### src/rtl/sparse_row_sequencer_pkg.sv
// Shared types and constants for the sparse row sequencer and the
// row-accumulate controller that consumes its tagged element stream.
package sparse_row_sequencer_pkg;

    typedef enum logic [1:0] {
        IDLE   = 2'd0,
        STREAM = 2'd1,
        EMPTY  = 2'd2,
        DRAIN  = 2'd3
    } srs_state_e;

    localparam int VALID_TAG = 24;
    localparam int ELEM_W    = 25;
    localparam int VAL_W     = 24;

    localparam logic [ELEM_W-1:0] BUBBLE = 25'h0;

    // Build a valid beat: tag bit set above the product value.
    function automatic logic [ELEM_W-1:0] tag_elem(input logic [VAL_W-1:0] val);
        logic [ELEM_W-1:0] elem;
        elem            = {1'b1, val};
        return elem;
    endfunction

endpackage

### src/rtl/sparse_row_sequencer_if.sv
// Handshake and element-stream bundle between the feeder side and the
// sparse row sequencer.
interface sparse_row_sequencer_if #(
    parameter int NZE_W = 4,
    parameter int ROW_W = 8
);
    import sparse_row_sequencer_pkg::*;

    logic [NZE_W-1:0]  nze_in;
    logic              nze_valid;
    logic              nze_ready;
    logic [VAL_W-1:0]  val_in;
    logic              val_valid;
    logic              val_ready;
    logic [ELEM_W-1:0] element;
    logic              set_bit;
    logic              row_done;
    logic [ROW_W-1:0]  row_idx;
    logic              busy;

    modport master (
        output nze_in, nze_valid, val_in, val_valid,
        input  nze_ready, val_ready, element, set_bit, row_done, row_idx, busy
    );

    modport slave (
        input  nze_in, nze_valid, val_in, val_valid,
        output nze_ready, val_ready, element, set_bit, row_done, row_idx, busy
    );

endinterface

### src/rtl/sparse_row_sequencer_drain_timer.sv
// Loadable down-counter that holds the pipeline-flush gap after a row;
// done is high while running with the count exhausted.
module sparse_row_sequencer_drain_timer #(
    parameter int CNT_W = 2
) (
    input  logic             clock,
    input  logic             reset,
    input  logic             load,
    input  logic [CNT_W-1:0] load_val,
    input  logic             run,
    output logic             done
);

    logic [CNT_W-1:0] count_r;

    // Count register: load wins, otherwise count down and park at zero.
    always_ff @(posedge clock or posedge reset) begin
        if (reset) begin
            count_r <= {CNT_W{1'b0}};
        end else if (load) begin
            count_r <= load_val;
        end else if (run && (count_r != {CNT_W{1'b0}})) begin
            count_r <= count_r - CNT_W'(1);
        end else begin
            count_r <= count_r;
        end
    end

    assign done = run && !load && (count_r == {CNT_W{1'b0}});

endmodule

### src/rtl/sparse_row_sequencer.sv
// Turns a per-row nonzero count plus a product stream into the tagged
// element stream for the row-accumulate controller, with a drain gap per row.
module sparse_row_sequencer
    import sparse_row_sequencer_pkg::*;
#(
    parameter int NZE_W     = 4,
    parameter int ROW_W     = 8,
    parameter int DRAIN_CYC = 3
) (
    input  logic                  clock,
    input  logic                  reset,
    sparse_row_sequencer_if.slave bus
);

    localparam int DRAIN_W = (DRAIN_CYC < 1) ? 1 : $clog2(DRAIN_CYC + 1);
    localparam logic [DRAIN_W-1:0] DRAIN_LOAD = DRAIN_W'(DRAIN_CYC);

    srs_state_e        state_r;
    srs_state_e        state_nxt_s;
    logic [NZE_W-1:0]  remaining_r;
    logic              first_r;
    logic [ELEM_W-1:0] element_r;
    logic              set_bit_r;
    logic              row_done_r;
    logic [ROW_W-1:0]  row_idx_r;
    logic              drain_load_s;
    logic              drain_run_s;
    logic              drain_done_s;
    logic              nze_zero_s;
    logic              last_elem_s;

    assign nze_zero_s  = (bus.nze_in == {NZE_W{1'b0}});
    assign last_elem_s = bus.val_valid && (remaining_r == NZE_W'(1));
    assign drain_run_s = (state_r == DRAIN);

    sparse_row_sequencer_drain_timer #(
        .CNT_W (DRAIN_W)
    ) u_drain_timer (
        .clock    (clock),
        .reset    (reset),
        .load     (drain_load_s),
        .load_val (DRAIN_LOAD),
        .run      (drain_run_s),
        .done     (drain_done_s)
    );

    // State register.
    always_ff @(posedge clock or posedge reset) begin
        if (reset) begin
            state_r <= IDLE;
        end else begin
            state_r <= state_nxt_s;
        end
    end

    // Next-state decode and drain-timer load strobe.
    always_comb begin
        state_nxt_s  = state_r;
        drain_load_s = 1'b0;
        case (state_r)
            IDLE: begin
                if (bus.nze_valid) begin
                    if (nze_zero_s) begin
                        state_nxt_s = EMPTY;
                    end else begin
                        state_nxt_s = STREAM;
                    end
                end else begin
                    state_nxt_s = IDLE;
                end
            end
            STREAM: begin
                if (last_elem_s) begin
                    state_nxt_s  = DRAIN;
                    drain_load_s = 1'b1;
                end else begin
                    state_nxt_s = STREAM;
                end
            end
            EMPTY: begin
                state_nxt_s  = DRAIN;
                drain_load_s = 1'b1;
            end
            DRAIN: begin
                if (drain_done_s) begin
                    state_nxt_s = IDLE;
                end else begin
                    state_nxt_s = DRAIN;
                end
            end
            default: begin
                state_nxt_s = IDLE;
            end
        endcase
    end

    // Row bookkeeping and registered outputs; every output defaults to a bubble.
    always_ff @(posedge clock or posedge reset) begin
        if (reset) begin
            remaining_r <= {NZE_W{1'b0}};
            first_r     <= 1'b0;
            element_r   <= BUBBLE;
            set_bit_r   <= 1'b0;
            row_done_r  <= 1'b0;
            row_idx_r   <= {ROW_W{1'b0}};
        end else begin
            element_r  <= BUBBLE;
            set_bit_r  <= 1'b0;
            row_done_r <= 1'b0;
            case (state_r)
                IDLE: begin
                    if (bus.nze_valid && !nze_zero_s) begin
                        remaining_r <= bus.nze_in;
                        first_r     <= 1'b1;
                    end
                end
                STREAM: begin
                    // Bubbles keep first_r so set_bit rides the first real value.
                    if (bus.val_valid) begin
                        element_r   <= tag_elem(bus.val_in);
                        set_bit_r   <= first_r;
                        first_r     <= 1'b0;
                        remaining_r <= remaining_r - NZE_W'(1);
                    end
                end
                EMPTY: begin
                    element_r <= tag_elem({VAL_W{1'b0}});
                    set_bit_r <= 1'b1;
                end
                DRAIN: begin
                    if (drain_done_s) begin
                        row_done_r <= 1'b1;
                        row_idx_r  <= row_idx_r + ROW_W'(1);
                    end
                end
                default: begin
                    first_r <= 1'b0;
                end
            endcase
        end
    end

    assign bus.nze_ready = (state_r == IDLE);
    assign bus.val_ready = (state_r == STREAM);
    assign bus.busy      = (state_r != IDLE);
    assign bus.element   = element_r;
    assign bus.set_bit   = set_bit_r;
    assign bus.row_done  = row_done_r;
    assign bus.row_idx   = row_idx_r;

endmodule
### src/flat_wrapper.sv
// flat-port wrapper written by rule: the top's interface ports become plain ports
module sparse_row_sequencer_flat import sparse_row_sequencer_pkg::*;
#(
    parameter int NZE_W     = 4,
    parameter int ROW_W     = 8,
    parameter int DRAIN_CYC = 3
)
  (clock, reset, bus_nze_in, bus_nze_valid, bus_val_in, bus_val_valid, bus_nze_ready, bus_val_ready, bus_element, bus_set_bit, bus_row_done, bus_row_idx, bus_busy);
  sparse_row_sequencer_if #(.NZE_W(NZE_W), .ROW_W(ROW_W)) bus_i ();
  input  logic clock;
  input  logic reset;
  input wire logic [$bits(bus_i.nze_in)-1:0] bus_nze_in;
  input wire logic [$bits(bus_i.nze_valid)-1:0] bus_nze_valid;
  input wire logic [$bits(bus_i.val_in)-1:0] bus_val_in;
  input wire logic [$bits(bus_i.val_valid)-1:0] bus_val_valid;
  output wire logic [$bits(bus_i.nze_ready)-1:0] bus_nze_ready;
  output wire logic [$bits(bus_i.val_ready)-1:0] bus_val_ready;
  output wire logic [$bits(bus_i.element)-1:0] bus_element;
  output wire logic [$bits(bus_i.set_bit)-1:0] bus_set_bit;
  output wire logic [$bits(bus_i.row_done)-1:0] bus_row_done;
  output wire logic [$bits(bus_i.row_idx)-1:0] bus_row_idx;
  output wire logic [$bits(bus_i.busy)-1:0] bus_busy;
  assign bus_i.nze_in = bus_nze_in;
  assign bus_i.nze_valid = bus_nze_valid;
  assign bus_i.val_in = bus_val_in;
  assign bus_i.val_valid = bus_val_valid;
  assign bus_nze_ready = bus_i.nze_ready;
  assign bus_val_ready = bus_i.val_ready;
  assign bus_element = bus_i.element;
  assign bus_set_bit = bus_i.set_bit;
  assign bus_row_done = bus_i.row_done;
  assign bus_row_idx = bus_i.row_idx;
  assign bus_busy = bus_i.busy;
  sparse_row_sequencer #(.NZE_W(NZE_W), .ROW_W(ROW_W), .DRAIN_CYC(DRAIN_CYC)) u_core (.clock(clock), .reset(reset), .bus(bus_i));
endmodule
### config.mk
export PLATFORM = sky130hd
export DESIGN_NAME = sparse_row_sequencer_flat
export DESIGN_NICKNAME = d
export VERILOG_FILES = /design/src/rtl/sparse_row_sequencer_pkg.sv /design/src/rtl/sparse_row_sequencer_if.sv /design/src/rtl/sparse_row_sequencer_drain_timer.sv /design/src/rtl/sparse_row_sequencer.sv /design/src/flat_wrapper.sv
export SDC_FILE = /design/constraint.sdc
export NUM_CORES = 1
export LEC_CHECK = 0
export ABC_AREA = 1
export CAP_MARGIN = 10
export CELL_PAD_IN_SITES_DETAIL_PLACEMENT = 0
export CELL_PAD_IN_SITES_GLOBAL_PLACEMENT = 1
export CORE_AREA = 5 5 81 83
export CTS_CLUSTER_DIAMETER = 80
export DETAILED_ROUTE_END_ITERATION = 8
export DIE_AREA = 0 0 86 88
export GPL_TIMING_DRIVEN = 0
export PLACE_DENSITY = 0.88
export SYNTH_ARGS = -nofsm -noshare
export SYNTH_HDL_FRONTEND = slang
export SYNTH_SLANG_ARGS = --single-unit
### constraint.sdc
create_clock -name clock -period 2 [get_ports clock]
set_input_delay 0.3 -clock clock [delete_from_list [all_inputs] [get_ports clock]]
set_output_delay 0.3 -clock clock [all_outputs]
set_load 0.03 [all_outputs]
==> results.yml, run 1 <==
run_status:
  outcome: "finished clean"
cells_and_area:
  final_util_pct: 49.0
  stdcell_count: 359
  fillers: 542
  multi_input_area_sq_um: 636
  area_growth_pct: 47.5
  finalInstanceArea_sq_mm: 0.00283
  layout.nets: 323
  drive_gt1_share_pct: 8.45
  register_area_sq_mm: 0.00110
  diodes: 0
cts:
  clkTransAtPathRegs_ns: 0.08
  numCtsBuffers: 5
  clock_latency_ns: 0.29
  clockBufferDepth: 2
  holdBufCountCts: 0
  root_buffer: "clkbuf_8"
  cts_tree: "done"
  cts.sinks: 44
  htreeDepth: 2
synth:
  synth-async-reset-ratio_pct: 100
  syn_nets: 246
  synth_top_area_share_pct: 57.4
  synth_warnings: 0
  synth-seq-cells: 44
  synth.distinct_cells: 22
  yosys-top-cells-area: "dfrtp_1 57%, nand2_1 8.6%, inv_1 8.0%, nor2_1 5.9%, ha_1 5.2%"
  netlist_area_sq_mm: 0.00192
  synth-seq-area-share_pct: 57.4
  synth_commonest_cells: "44 x dfrtp_1, 44 x nand2_1, 41 x inv_1"
  synth_edf_count: 0
  synthCells: 206
  ys.flop_type: "dfrtp_1"
  synth_area_leader_cell: "dfrtp_1"
  syn_avg_cell_area_sq_um: 9.32
flow_run:
  max_cap_violations: 0
floorplan:
  coreArea_sq_mm: 0.00578
  die_area_sq_mm: 0.00757
  rows: 28
  die_x_um: 86
  chipHeight_um: 88
  io_pins: 70
  start_util_pct: 33.2
detailed_routing:
  routed_via_density: 4.13
  drt_iter0_drc: 22
  routed_wl_um: 4040
  drt_pass1_iterations: 4
  drc: 0
  antenna_left: 0
  post_drt_wl_per_cell_um: 11.3
  via_count: 1484
timing:
  setup_ws_ns: 0.171
  layout_min_cycle_time_ns: 1.83
  slew_headroom_pct: 68.9
  rsz0062_at_grt: "false"
  slew_viol_final: 0
  fin_crit_sh_pct: 91.5
  fin_setup_tns_ns: 0
  fmax_mhz: 547
  setup_viol: 0
  worstMarginPinSlew_ns: 0.465
  hold_viol: 0
  clock_skew_ns: 0.00686
worst_setup_path:
  reg2reg_depth: 7
  crit_type: "reg2out"
  start_kind: "flop"
  r2r-start: "u_core.state_r[1]$_DFF_PP0_"
  crit_required_ns: 1.70
  worstPathCellList: "inv_1 -> ha_1 -> dlygate4sd2_1"
  crit_buf_inv: 2
  end_kind: "output pin"
  cp_max_fo: 6
  reg2reg_to: "u_core.remaining_r[3]$_DFFE_PP0P_"
  crit_family: "buffers and inverters"
  crit_path_top_delay_cell: "dlygate4sd2_1"
  critPathLaunch: "u_core.state_r[1]$_DFF_PP0_"
  slowest_delay_ns: 0.44
  rrSetupSlack_ns: 0.45
  cp.arrival_ns: 1.53
grt:
  grt_pass1_vias: 1450
  grt_pass1_wl_um: 6450
  overflow: 0
  track_usage_pct: 10.9
  grt_max_degree: 25
  antenna_found_initial: 0
pwr:
  ir_drop_mv: 0.493
  leakage_uw: 0.00148
  powerDensity_mw_per_mm2: 1070
placed_design:
  hpwl_um: 3080
  gp_congestion: 0.797
  portBuffers: 69
  pre_cts_slack_ns: 0.138
  place_inst: 351
  placed_area_sq_mm: 0.00272
hold_path:
  hold_class: "in2async"
state kept, by name, summed over array words and instances, names as in the netlist:
| signal | count |
|---|---|
| u_core.first_r | 1 |
| u_core.bus.element | 25 |
| u_core.u_drain_timer.count_r | 2 |
| u_core.bus.row_idx | 8 |
| u_core.bus.row_done | 1 |
| u_core.state_r | 2 |
| u_core.bus.set_bit | 1 |
| u_core.remaining_r | 4 |
stage by stage:
stage / total power [uW] / hold slack, ns
finish: 3030 / 0.340
global route: 3240 / 0.378
CTS: 3080 / 0.351
detailed placement: 2420 / 0.478
global placement: 2390 / 0.468
floorplan: 1970 / 0.406
routing by layer:
metal / up-vias / GRT usage, % / share of wire (%)
met1: 671 / 13.2 / 45
li1: 760 / - / -
met5: - / 0 / 0
met4: 0 / 3.45 / 0.82
met2: 47 / 18.4 / 47
met3: 6 / 3.76 / 7.8
cell families (layout without fill, tap and decap cells):
group,after synthesis,in the layout,synth area share (%)
simple gates,93,93,21.5
buf+inv,45,123,9.65
flops,44,44,57.4
compound gates,10,10,3.52
fa+ha+maj,8,8,5.22
xor+xnor,6,6,2.74
worst max path at each step:
| stage | to | slack, ns | cells past startpoint |
|---|---|---|---|
| floorplan | u_core.remaining_r[3]$_DFFE_PP0P_ | 0.45 | 7 |
| global placement | u_core.bus.element[19]$_DFF_PP0_ | -0.26 | 2 |
| detailed placement | bus_busy | 0.14 | 4 |
| CTS | bus_busy | 0.06 | 4 |
| global route | bus_busy | 0.1 | 4 |
| finish | bus_val_ready | 0.17 | 3 |
placed cells by master, fill, tap and decap left out, drive strengths merged:
cell type / count
xnor2: 3
xor2: 3
a21oi: 2
nand4: 2
clkbuf: 6
nor2: 32
clkinv: 2
bufinv: 1
ha: 8
buf: 3
or2: 1
o21ai: 7
nand2: 47
dfrtp: 44
dlygate4sd2: 3
inv: 42
clkdlybuf4s50: 66
o21a: 1
nand3: 11
layout make-up:
| class | instances | share of cell area [%] |
|---|---|---|
| multi-input cells | 117 | 22.5 |
| inverters | 43 | 5.75 |
| flip-flops and latches | 44 | 38.9 |
| plain buffers | 2 | 0.796 |
| clock buffers | 6 | 2.56 |
| repair buffers | 70 | 25.0 |
| clock inverters | 2 | 1.24 |
| well taps | 75 | 3.32 |
report_power, final:
part | leakage, uW | internal [uW] | total, uW | switching, uW
logic | 0.000831 | 480 | 1230 | 749
clock network | 0.0000552 | 371 | 665 | 294
registers | 0.000592 | 1050 | 1140 | 90.2
repair_timing:
item,4_1_cts,5_1_grt
buffers inserted,0,0
endpoints found under the setup margin,3,1
endpoints found under the hold margin,0,0
gates resized for setup,3,1
Power figures use the tool's default switching activity.
==> run 2: changes to the inputs <==
--- a/config.mk
+++ b/config.mk
@@ -13,6 +13,7 @@
 export CTS_CLUSTER_DIAMETER = 80
 export DETAILED_ROUTE_END_ITERATION = 8
 export DIE_AREA = 0 0 86 88
+export GPL_ROUTABILITY_DRIVEN = 0
 export GPL_TIMING_DRIVEN = 0
 export PLACE_DENSITY = 0.88
 export SYNTH_ARGS = -nofsm -noshare
==> results of run 2 <==
No change in the layout: final DEF, timing and power equal those of run 1.
